**src/rtl/alu_multicycle.sv**
```systemverilog
// alu_multicycle
//   Registered ALU that sits between operand fetch and writeback.
//   - Single-cycle ops (AND/OR/NOR/XOR/ADD/SUB/SLT/SLTU) produce a result one
//     cycle after accept.
//   - MUL, DIVU and REMU iterate one bit per BUSY cycle for WORD_LEN cycles.
//
// Handshake (both sides): a transfer happens on a rising edge where
//   valid && ready are both high. The producer keeps valid (and data)
//   asserted until that edge. in_ready is high only in IDLE. out_valid is
//   high only in DONE, and res/flags stay stable until the result transfers.
//
// Ports
//   clk, rst_n            clock, synchronous active-low reset
//   in_valid / in_ready   issue handshake
//   a, b, op              operands and op code (latched on accept)
//   out_valid / out_ready result handshake
//   res                   result
//   zero                  res == 0
//   overflow              op-dependent overflow flag
//   div_zero              DIVU/REMU issued with b == 0
//   dbg_state             current FSM state (0 IDLE, 1 BUSY, 2 DONE)
module alu_multicycle #(
  parameter int WORD_LEN = 32
) (
  input  logic                clk,
  input  logic                rst_n,
  input  logic                in_valid,
  output logic                in_ready,
  input  logic [WORD_LEN-1:0] a,
  input  logic [WORD_LEN-1:0] b,
  input  logic [3:0]          op,
  output logic                out_valid,
  input  logic                out_ready,
  output logic [WORD_LEN-1:0] res,
  output logic                zero,
  output logic                overflow,
  output logic                div_zero,
  output logic [1:0]          dbg_state
);

  localparam int W  = WORD_LEN;
  localparam int CW = $clog2(WORD_LEN);

  localparam logic [3:0] OP_AND  = 4'b0000;
  localparam logic [3:0] OP_OR   = 4'b0001;
  localparam logic [3:0] OP_ADD  = 4'b0010;
  localparam logic [3:0] OP_XOR  = 4'b0011;
  localparam logic [3:0] OP_SUB  = 4'b0110;
  localparam logic [3:0] OP_SLT  = 4'b0111;
  localparam logic [3:0] OP_MUL  = 4'b1000;
  localparam logic [3:0] OP_DIVU = 4'b1001;
  localparam logic [3:0] OP_REMU = 4'b1010;
  localparam logic [3:0] OP_NOR  = 4'b1100;
  localparam logic [3:0] OP_SLTU = 4'b1101;

  typedef enum logic [1:0] {
    S_IDLE = 2'd0,
    S_BUSY = 2'd1,
    S_DONE = 2'd2
  } state_e;

  state_e        state_q;
  logic [3:0]    op_q;
  logic [W-1:0]  hi_q;    // MUL: running high half; DIV: partial remainder
  logic [W-1:0]  lo_q;    // MUL: multiplier/low half; DIV: dividend/quotient
  logic [W-1:0]  b_q;     // multiplicand / divisor
  logic [CW-1:0] cnt_q;   // iterations left after the current one
  logic [W-1:0]  res_q;
  logic          zero_q;
  logic          ovf_q;
  logic          dz_q;

  // Single-cycle result, computed straight from the accepted operands.
  logic [W-1:0] sc_res_d;
  logic         sc_ovf_d;
  logic [W-1:0] sum_w;
  logic [W-1:0] diff_w;

  always_comb begin
    sum_w    = a + b;
    diff_w   = a - b;
    sc_res_d = '0;
    sc_ovf_d = 1'b0;
    case (op)
      OP_AND:  sc_res_d = a & b;
      OP_OR:   sc_res_d = a | b;
      OP_NOR:  sc_res_d = ~(a | b);
      OP_XOR:  sc_res_d = a ^ b;
      OP_ADD: begin
        sc_res_d = sum_w;
        sc_ovf_d = (a[W-1] == b[W-1]) && (sum_w[W-1] != a[W-1]);
      end
      OP_SUB: begin
        sc_res_d = diff_w;
        sc_ovf_d = (a[W-1] != b[W-1]) && (diff_w[W-1] != a[W-1]);
      end
      // Signed compare directly, so the result is right even when a-b overflows.
      OP_SLT:  sc_res_d = {{(W-1){1'b0}}, ($signed(a) < $signed(b))};
      OP_SLTU: sc_res_d = {{(W-1){1'b0}}, (a < b)};
      default: begin
        sc_res_d = '0;
        sc_ovf_d = 1'b0;
      end
    endcase
  end

  // One iteration step for MUL (shift-add) and DIVU/REMU (restoring).
  logic [W:0]   mul_sum_w;
  logic [W-1:0] mul_hi_d;
  logic [W-1:0] mul_lo_d;
  logic [W:0]   div_shift_w;
  logic [W:0]   div_trial_w;
  logic         div_ge_w;
  logic [W-1:0] div_hi_d;
  logic [W-1:0] div_lo_d;

  always_comb begin
    mul_sum_w   = {1'b0, hi_q} + (lo_q[0] ? {1'b0, b_q} : {(W+1){1'b0}});
    mul_hi_d    = mul_sum_w[W:1];
    mul_lo_d    = {mul_sum_w[0], lo_q[W-1:1]};
    div_shift_w = {hi_q, lo_q[W-1]};
    div_trial_w = div_shift_w - {1'b0, b_q};
    div_ge_w    = (div_shift_w >= {1'b0, b_q});
    div_hi_d    = div_ge_w ? div_trial_w[W-1:0] : div_shift_w[W-1:0];
    div_lo_d    = {lo_q[W-2:0], div_ge_w};
  end

  // Final iterative result. With b == 0 the restoring step always "fits",
  // so the quotient comes out all ones and the remainder ends up equal to a,
  // which is exactly the required divide-by-zero behaviour.
  logic [W-1:0] it_res_d;
  logic         it_ovf_d;
  logic         it_dz_d;

  always_comb begin
    it_res_d = '0;
    it_ovf_d = 1'b0;
    it_dz_d  = 1'b0;
    case (op_q)
      OP_MUL: begin
        it_res_d = mul_lo_d;
        it_ovf_d = |mul_hi_d;
      end
      OP_DIVU: begin
        it_res_d = div_lo_d;
        it_dz_d  = (b_q == '0);
      end
      OP_REMU: begin
        it_res_d = div_hi_d;
        it_dz_d  = (b_q == '0);
      end
      default: it_res_d = '0;
    endcase
  end

  logic is_iter_w;
  assign is_iter_w = (op == OP_MUL) || (op == OP_DIVU) || (op == OP_REMU);

  always_ff @(posedge clk) begin
    if (!rst_n) begin
      state_q <= S_IDLE;
      op_q    <= '0;
      hi_q    <= '0;
      lo_q    <= '0;
      b_q     <= '0;
      cnt_q   <= '0;
      res_q   <= '0;
      zero_q  <= 1'b0;
      ovf_q   <= 1'b0;
      dz_q    <= 1'b0;
    end else begin
      case (state_q)
        S_IDLE: begin
          if (in_valid) begin
            op_q <= op;
            b_q  <= b;
            hi_q <= '0;
            lo_q <= a;
            if (is_iter_w) begin
              cnt_q   <= CW'(W - 1);
              state_q <= S_BUSY;
            end else begin
              res_q   <= sc_res_d;
              zero_q  <= (sc_res_d == '0);
              ovf_q   <= sc_ovf_d;
              dz_q    <= 1'b0;
              state_q <= S_DONE;
            end
          end
        end
        S_BUSY: begin
          if (op_q == OP_MUL) begin
            hi_q <= mul_hi_d;
            lo_q <= mul_lo_d;
          end else begin
            hi_q <= div_hi_d;
            lo_q <= div_lo_d;
          end
          cnt_q <= cnt_q - 1'b1;
          if (cnt_q == '0) begin
            res_q   <= it_res_d;
            zero_q  <= (it_res_d == '0);
            ovf_q   <= it_ovf_d;
            dz_q    <= it_dz_d;
            state_q <= S_DONE;
          end
        end
        S_DONE: begin
          if (out_ready) state_q <= S_IDLE;
        end
        default: state_q <= S_IDLE;
      endcase
    end
  end

  assign in_ready  = (state_q == S_IDLE);
  assign out_valid = (state_q == S_DONE);
  assign res       = res_q;
  assign zero      = zero_q;
  assign overflow  = ovf_q;
  assign div_zero  = dz_q;
  assign dbg_state = state_q;

endmodule

```
**config.mk**
```make
export PLATFORM = sky130hd
export DESIGN_NAME = alu_multicycle
export DESIGN_NICKNAME = d
export VERILOG_FILES = /design/src/rtl/alu_multicycle.sv
export SDC_FILE = /design/constraint.sdc
export NUM_CORES = 1
export LEC_CHECK = 0
export BUFFER_PORTS_ARGS = -buffer_cell sky130_fd_sc_hd__clkbuf_2
export CORE_UTILIZATION = 30
export CTS_CLUSTER_DIAMETER = 80
export DETAILED_ROUTE_END_ITERATION = 12
export PLACE_DENSITY_LB_ADDON = 0.05
export SETUP_SLACK_MARGIN = 0.2
export SLEW_MARGIN = 20
export SYNTH_ARGS = -nofsm -noshare
export SYNTH_HDL_FRONTEND = slang
export SYNTH_SLANG_ARGS = --single-unit
```
**constraint.sdc**
```tcl
create_clock -name clk -period 3.94 [get_ports clk]
set_clock_uncertainty 0.15 [all_clocks]
set_input_delay 0.591 -clock clk [delete_from_list [all_inputs] [get_ports clk]]
set_output_delay 0.591 -clock clk [all_outputs]
set_load 0.01 [all_outputs]
```
==> results by group, run 1 <==
Placement
  – Dpl ws: -818.0 ps
  – RD Place Congestion: 0.9561
  – IO Port Bufs: 110
  – DP HPWL: 67520 um
  – Placement Cell Area: 22470 um^2

Timing
  – Final cycle utilization of the critical path: 108.5%
  – Slew @ Worst Pin: 1076 ps
  – Hold slack final: 227.4 ps
  – Max frequency: 234.0 MHz
  – Hold Vio Cnt, Final: 0
  – Slew Viols, Final: 0
  – Max_slew headroom: 27.89%
  – Minimum clock period: 4274 ps
  – Final WS setup: -333.7 ps
  – Setup violators final: 1
  – RSZ-0062 raised after global routing: yes

Synthesis
  – Avg Cell Area, Syn: 7.001 um^2
  – Synth Flop Type: dfxtp_1
  – Seq/Total Area, Yosys: 17.46%
  – Syn nets: 2563
  – Synthesized area: 16280 um^2
  – Ys async rst share: 0%
  – Yosys Warn Count: 0
  – EDFF count, synth: 0
  – Post-synth top area share: 17.46%
  – Post-Syn Instances: 2325
  – Largest area contributor in the synthesized netlist: dfxtp_1
  – Post-synth cell types: 90
  – #FFs+latches synth: 142
  – Largest cells by area after synthesis: dfxtp_1 17%, ha_1 12%, a21oi_1 7.6%

Detailed routing
  – Residual DRC: 0
  – Via-to-Cell Ratio: 5.621
  – Routed WL: 85850 um
  – Number of iterations in the first detailed-routing pass: 6
  – Via Count: 21060
  – Starting DRT DRC Count: 1643
  – Antenna-violating nets left: 0
  – Wire per inst: 22.91 um

Clock tree
  – H-Tree Level Count: 4
  – Hold buffer count at CTS: 0
  – CTS Root Cell: clkbuf_16
  – Clock sink count: 142
  – Clk buf depth: 2
  – Skew-Pair Late Insertion Delay: 500 ps
  – TritonCTS Buffers: 17
  – Clk slew on worst S/H paths: 70 ps
  – TritonCTS clock tree: done

Global route
  – Busiest grt layer: met2
  – All-Layer GR Usage: 30.24%
  – Number of global-route vias before repair: 20310
  – Met1 Use GR: 40.58%
  – Met2 usage in global routing: 50.11%
  – Met3 Use GR: 4.171%
  – Pin count of the biggest net entering global routing: 100
  – Gr ovfl total: 0
  – First-pass GRT wire length: 126900 um
  – Initial antenna violation count: 0

Power and ir drop
  – Pleak: 11.29 nW
  – Share of total power in the clock network: 28.7%
  – P_sw: 2.386 mW
  – Overall power: 6.091 mW
  – Flop pwr share: 26.2%
  – Worst VDD drop: 0.2725 mV
  – Pwr/cell area: 244.3 nW/um^2
  – Sw Ratio: 39.17%
  – Pint: 3.705 mW
  – Logic pwr share: 45.1%

Die
  – # rows: 85
  – Core area: 53710 um^2
  – Die Width: 234.9 um
  – Initial Util: 30.31%
  – Die area: 55200 um^2
  – Io pins: 111
  – Die Ht: 234.9 um

Layout
  – Design area: 24930 um^2
  – Share of cells above drive strength 1: 37.53%
  – Nets: 3276
  – Layout area overhead: 53.14%
  – Number of diodes: 0
  – Post-layout util: 46.42%

Critical path
  – Worst EP required: 4180 ps
  – CP max FO: 6
  – CP Launch Type: flip-flop
  – Critical path class: flip-flop to flip-flop
  – Crit path arrival time: 4520 ps
  – Cell mode on critical path: a21o_1
  – Cell Chain, Critical Path: and2_1 > ha_2 > fa_2 > a21o_1 > a221oi_4 > nor3_4 > o211ai_2 > nand2_2 > buf_6 > a21o_1 > a21oi_2 > xnor2_2 > nor4_2 > and4_1 > nand4_1 > or4_4 > a41o_1
  – Slowest stage delay, CP: 460 ps
  – Worst setup EP type: flip-flop
  – Slowest cell on the critical path: or4_4

Min path
  – Hold Path Class: input port to flip-flop

Run status
  – Failing checks: setup timing
  – Status: finished with violations

Run
  – Max-capacitance violation count: 0
[flip-flops by register name (all words and copies together), names as in the netlist]
register and flops:
dbg_state 2, op_q 4, lo_q 32, div_zero 1, b_q 32, overflow 1, hi_q 32, cnt_q 5
zero 1, res 32
[layout make-up]
class	count	area (um^2)
clock inverter	13	155.1
clock buffer	19	442.9
timing repair buffer	851	6370
inverter	155	586.8
sequential	142	2868
fill	5524	28780
tap	696	870.8
multi-input combinational	1871	13640
[through the flow]
step | instances | setup TNS [ps]
6_report | 3747 | -333.7
3_5_place_dp | 3663 | -6870
4_1_cts | 3723 | -413.3
5_1_grt | 3747 | -724.0
2_1_floorplan | 2325 | 0
3_3_place_gp | 3663 | -7232
[cells by family (layout without fill, tap and decap cells)]
family	count (synthesis)	after routing	share of synthesized area, %
AOI/OAI and AO/OA	840	840	35.23
xor gates and xnor gates	66	66	3.551
adders and majority gates	166	166	12.94
buffers and inverters	312	1038	7.371
DFF	142	142	17.46
muxes	9	9	0.5534
and+or+nand+nor	790	790	22.88
[metal layers]
metal,vias up,wire (um)
met1,10190,38660
met2,743,39820
met5,-,0
li1,10020,-
met3,114,4990
met4,0,2378
[worst max-delay path, delay by kind of cell, from the launching register on]
| kind | cells | cell delay, ps |
|---|---|---|
| xor+xnor | 1 | 110 |
| fa+ha+maj | 2 | 520 |
| compound gates | 6 | 1330 |
| simple gates | 7 | 1540 |
| flops | 1 | 370 |
| buf+inv | 1 | 150 |
[power by group through the flow]
stage,combinational (mW),sequential [mW],clock (mW)
4_1_cts,2.59,1.59,1.78
2_1_floorplan,1.17,1.61,0
3_5_place_dp,2.44,1.62,0
5_1_grt,2.94,1.60,1.83
6_report,2.75,1.59,1.75
3_3_place_gp,2.44,1.62,0
[cells in the final DEF (no fill, tap or decap), drive strengths merged, types with 14 or more instances in the layout]
cell    synthesis  layout
a211oi         31      31
o211ai         26      26
a31oi          24      24
o31ai          22      22
a21o           36      36
buf            35     740
a221oi         67      67
o21a           22      22
nand2b         20      20
o221ai         23      23
inv           154     159
clkbuf        122     129
nor2b          20      20
nor3           36      36
dfxtp         142     142
ha            162     162
a22oi          55      55
nand4          26      26
xor2           19      19
nor4           34      34
o21ai         112     112
and2           42      42
a21oi         254     254
nor2          225     225
nand2         243     243
o21bai         19      19
nand3          71      71
or4            14      14
o22ai          28      28
xnor2          47      47
[timing repair]
action	4_1_cts	5_1_grt
endpoints found under the setup margin	38	38
gates cloned	1	0
buffers inserted	27	24
gates resized for setup	172	140
pin swaps	59	72
[path summary, 6_finish.rpt]
check | startpoint | end | slack [ps] | cells after the start
worst max-delay path | lo_q[0] | overflow | -330 | 17
worst min-delay path | out_ready | dbg_state[1] | 230 | 3
worst max register to register | lo_q[0] | overflow | -330 | 17
worst min register to register | res[23] | res[23] | 310 | 2
[cell usage after synthesis, drive strengths merged, types with 35 or more instances]
| cell | instances |
|---|---|
| a21oi | 254 |
| nor2 | 225 |
| nand3 | 71 |
| nor3 | 36 |
| a21o | 36 |
| ha | 162 |
| nand2 | 243 |
| clkbuf | 122 |
| o21ai | 112 |
| and2 | 42 |
| buf | 35 |
| a221oi | 67 |
| inv | 154 |
| dfxtp | 142 |
| xnor2 | 47 |
| a22oi | 55 |
Note: power is estimated with default switching activity, not from simulation.
==> run 2: changes to the inputs <==
CORE_UTILIZATION = 51   (was 30)
==> run 2 against run 1 <==
- the flow still finishes with violations (setup timing)
- flip-flop and latch count is the same
- sequential share of layout area increased by 0.70 points
- critical path depth fell by 2
- non-clock buffer count fell by 119
- core utilization rose by 28 points
- largest cell class unchanged
==> results by group, run 2 (synthesis gave the netlist of run 1 again) <==
Run status
  – Status: finished with violations
  – Failing checks: setup timing

Detailed routing
  – Via-to-Cell Ratio: 6.661 (+18%)
  – Routed WL: 78700 um (-8.3%)
  – Number of iterations in the first detailed-routing pass: 8 (+2)
  – Starting DRT DRC Count: 3398 (+110%)
  – Residual DRC: 0 (unchanged)
  – Via Count: 22210 (+5.4%)
  – Wire per inst: 23.61 um (+3.0%)
  – Antenna-violating nets left: 0 (unchanged)

Timing
  – Final cycle utilization of the critical path: 106.9% (-1.5 points)
  – Slew Viols, Final: 0 (unchanged)
  – Max_slew headroom: 16.88% (-11 points)
  – Final WS setup: -273.8 ps (+59.88 ps)
  – Max frequency: 237.3 MHz (+1.4%)
  – Hold Vio Cnt, Final: 0 (unchanged)
  – RSZ-0062 raised after global routing: yes
  – Minimum clock period: 4214 ps (-59.88 ps)
  – Slew @ Worst Pin: 1235 ps (+159.8 ps)
  – Setup violators final: 2 (+1)

Critical path
  – Worst EP required: 4130 ps (-50 ps)
  – Cell Chain, Critical Path: and2_1 > ha_1 > o21ai_0 > nor2_2 > a221o_1 > o21a_1 > o21a_1 > nor2_2 > xnor2_2 > or3_4 > nor3_4 > and4_1 > nand4_1 > or4_4 > a41o_1
  – CP max FO: 8 (+2)
  – Crit path arrival time: 4410 ps (-110 ps)
  – Slowest stage delay, CP: 450 ps (about the same)
  – Critical path class: flip-flop to flip-flop
  – R2R Setup Slk: -270 ps (+60 ps)
  – Worst setup EP type: flip-flop
  – CP Launch Type: flip-flop
  – Slowest cell on the critical path: or4_4

Clock tree
  – Clk slew on worst S/H paths: 70 ps (about the same)
  – Clk buf depth: 2 (unchanged)
  – TritonCTS Buffers: 17 (unchanged)
  – Clock sink count: 142 (unchanged)
  – TritonCTS clock tree: done
  – CTS Root Cell: clkbuf_16
  – Skew-Pair Late Insertion Delay: 450 ps (-50 ps)
  – H-Tree Level Count: 4 (unchanged)

Layout
  – Number of diodes: 0 (unchanged)
  – Nets: 3157 (-3.6%)
  – Non-Filler Instances: 3334 (-11%)
  – Post-layout util: 74.59% (+28 points)
  – Layout area overhead: 44.23%
  – Most frequent cells in the layout: 592 x buf_4, 237 x nand2_1, 232 x a21oi_1, 215 x nor2_1, 139 x inv_1
  – Commonest non-fill, non-tap cell in the layout: buf_4
  – Fill cell count: 2409 (-56%)
  – Share of cells above drive strength 1: 34.52% (-3.0 points)

Global route
  – Initial antenna violation count: 0 (unchanged)
  – Gr ovfl total: 0 (unchanged)
  – Pin count of the biggest net entering global routing: 61 (-39%)
  – All-Layer GR Usage: 44.47% (+14 points)
  – First-pass GRT wire length: 113700 um (-10%)
  – Number of global-route vias before repair: 20450 (+0.67%)

Power and ir drop
  – Pleak: 10.63 nW (-5.8%)
  – Worst VDD drop: 0.3325 mV (+22%)
  – Logic pwr share: 43.7% (-1.4 points)
  – P_sw: 2.318 mW (-2.9%)
  – Share of total power in the clock network: 29.1% (+0.4 points)
  – Flop pwr share: 27.1% (+0.9 points)
  – Sw Ratio: 39.25% (+0.079 points)
  – Pwr/cell area: 251.5 nW/um^2 (+2.9%)
  – Pint: 3.588 mW (-3.2%)

Die
  – Initial Util: 51.72% (+21 points)
  – Core area: 31470 um^2 (-41%)
  – Die area: 32640 um^2 (-41%)
  – Die Width: 180.7 um (-23%)
  – # rows: 65 (-24%)
  – Die Ht: 180.7 um (-23%)
  – Io pins: 111 (unchanged)

Min path
  – Hold Path Class: input port to flip-flop

Placement
  – Dpl ws: -623.2 ps (+194.9 ps)
  – IO Port Bufs: 110 (unchanged)
  – DP HPWL: 58670 um (-13%)
  – Placed cells: 3263 (-11%)
  – RD Place Congestion: 1.054 (+10%)

Run
  – Max-capacitance violation count: 0 (unchanged)
run 2: path summary, 6_finish.rpt:
kind	endpoint	start	cells past startpoint
worst max-delay path	overflow	lo_q[0]	15
worst min register to register	res[14]	res[14]	2
worst max register to register	overflow	lo_q[0]	15
worst min-delay path	dbg_state[1]	out_ready	3
run 2: repair_timing:
item	in CTS	in global routing
resized for setup	86	202
setup buffers	20	19
hold buffers	0	0
endpoints found under the setup margin	31	35
pin swaps	48	80
run 2: metrics by stage:
stage          power (mW)  setup TNS [ps]  cell area [um^2]  hold slack (ps)
2_1_floorplan       2.780               0             16330            281.2
3_3_place_gp        3.834           -3486             21240            289.8
3_5_place_dp        3.860           -4279             21240            296.8
4_1_cts             5.609          -349.2             22390            291.6
5_1_grt             6.092          -662.4             23480            315.5
6_report            5.906          -480.9             23480            291.6
run 2: per-layer routing:
| metal | global-route usage [%] | part of all wire (%) | up-vias |
|---|---|---|---|
| met5 | 0 | 0 | - |
| met3 | 8.569 | 11 | 433 |
| li1 | - | - | 9787 |
| met1 | 55.48 | 38 | 10330 |
| met2 | 71.86 | 44 | 1656 |
| met4 | 24.55 | 6.9 | 0 |
run 2: cell type report:
cell class	count	area [um^2]	area share [%]
inverters	155	584.3	2.489
flip-flops and latches	142	2864	12.20
clock inverters	15	178.9	0.7621
repair buffers	732	5379	22.91
well taps	402	503.0	2.142
multi-input cells	1871	13540	57.69
clock buffers	17	425.4	1.812
run 2: power groups by stage:
stage | Clock (mW) | Combinational [mW] | Sequential [mW]
2_1_floorplan | 0 | 1.17 | 1.61
3_3_place_gp | 0 | 2.21 | 1.62
3_5_place_dp | 0 | 2.24 | 1.62
4_1_cts | 1.69 | 2.33 | 1.59
5_1_grt | 1.77 | 2.72 | 1.61
6_report | 1.72 | 2.58 | 1.60
run 2: worst max-delay path: cells and delay by family (launching register included):
family	cells	cell delay, ps
AO/OA/AOI/OAI	5	1290
XOR/XNOR	1	150
adder cells (fa/ha/maj)	1	300
flip-flops	1	400
AND/OR/NAND/NOR	8	1810
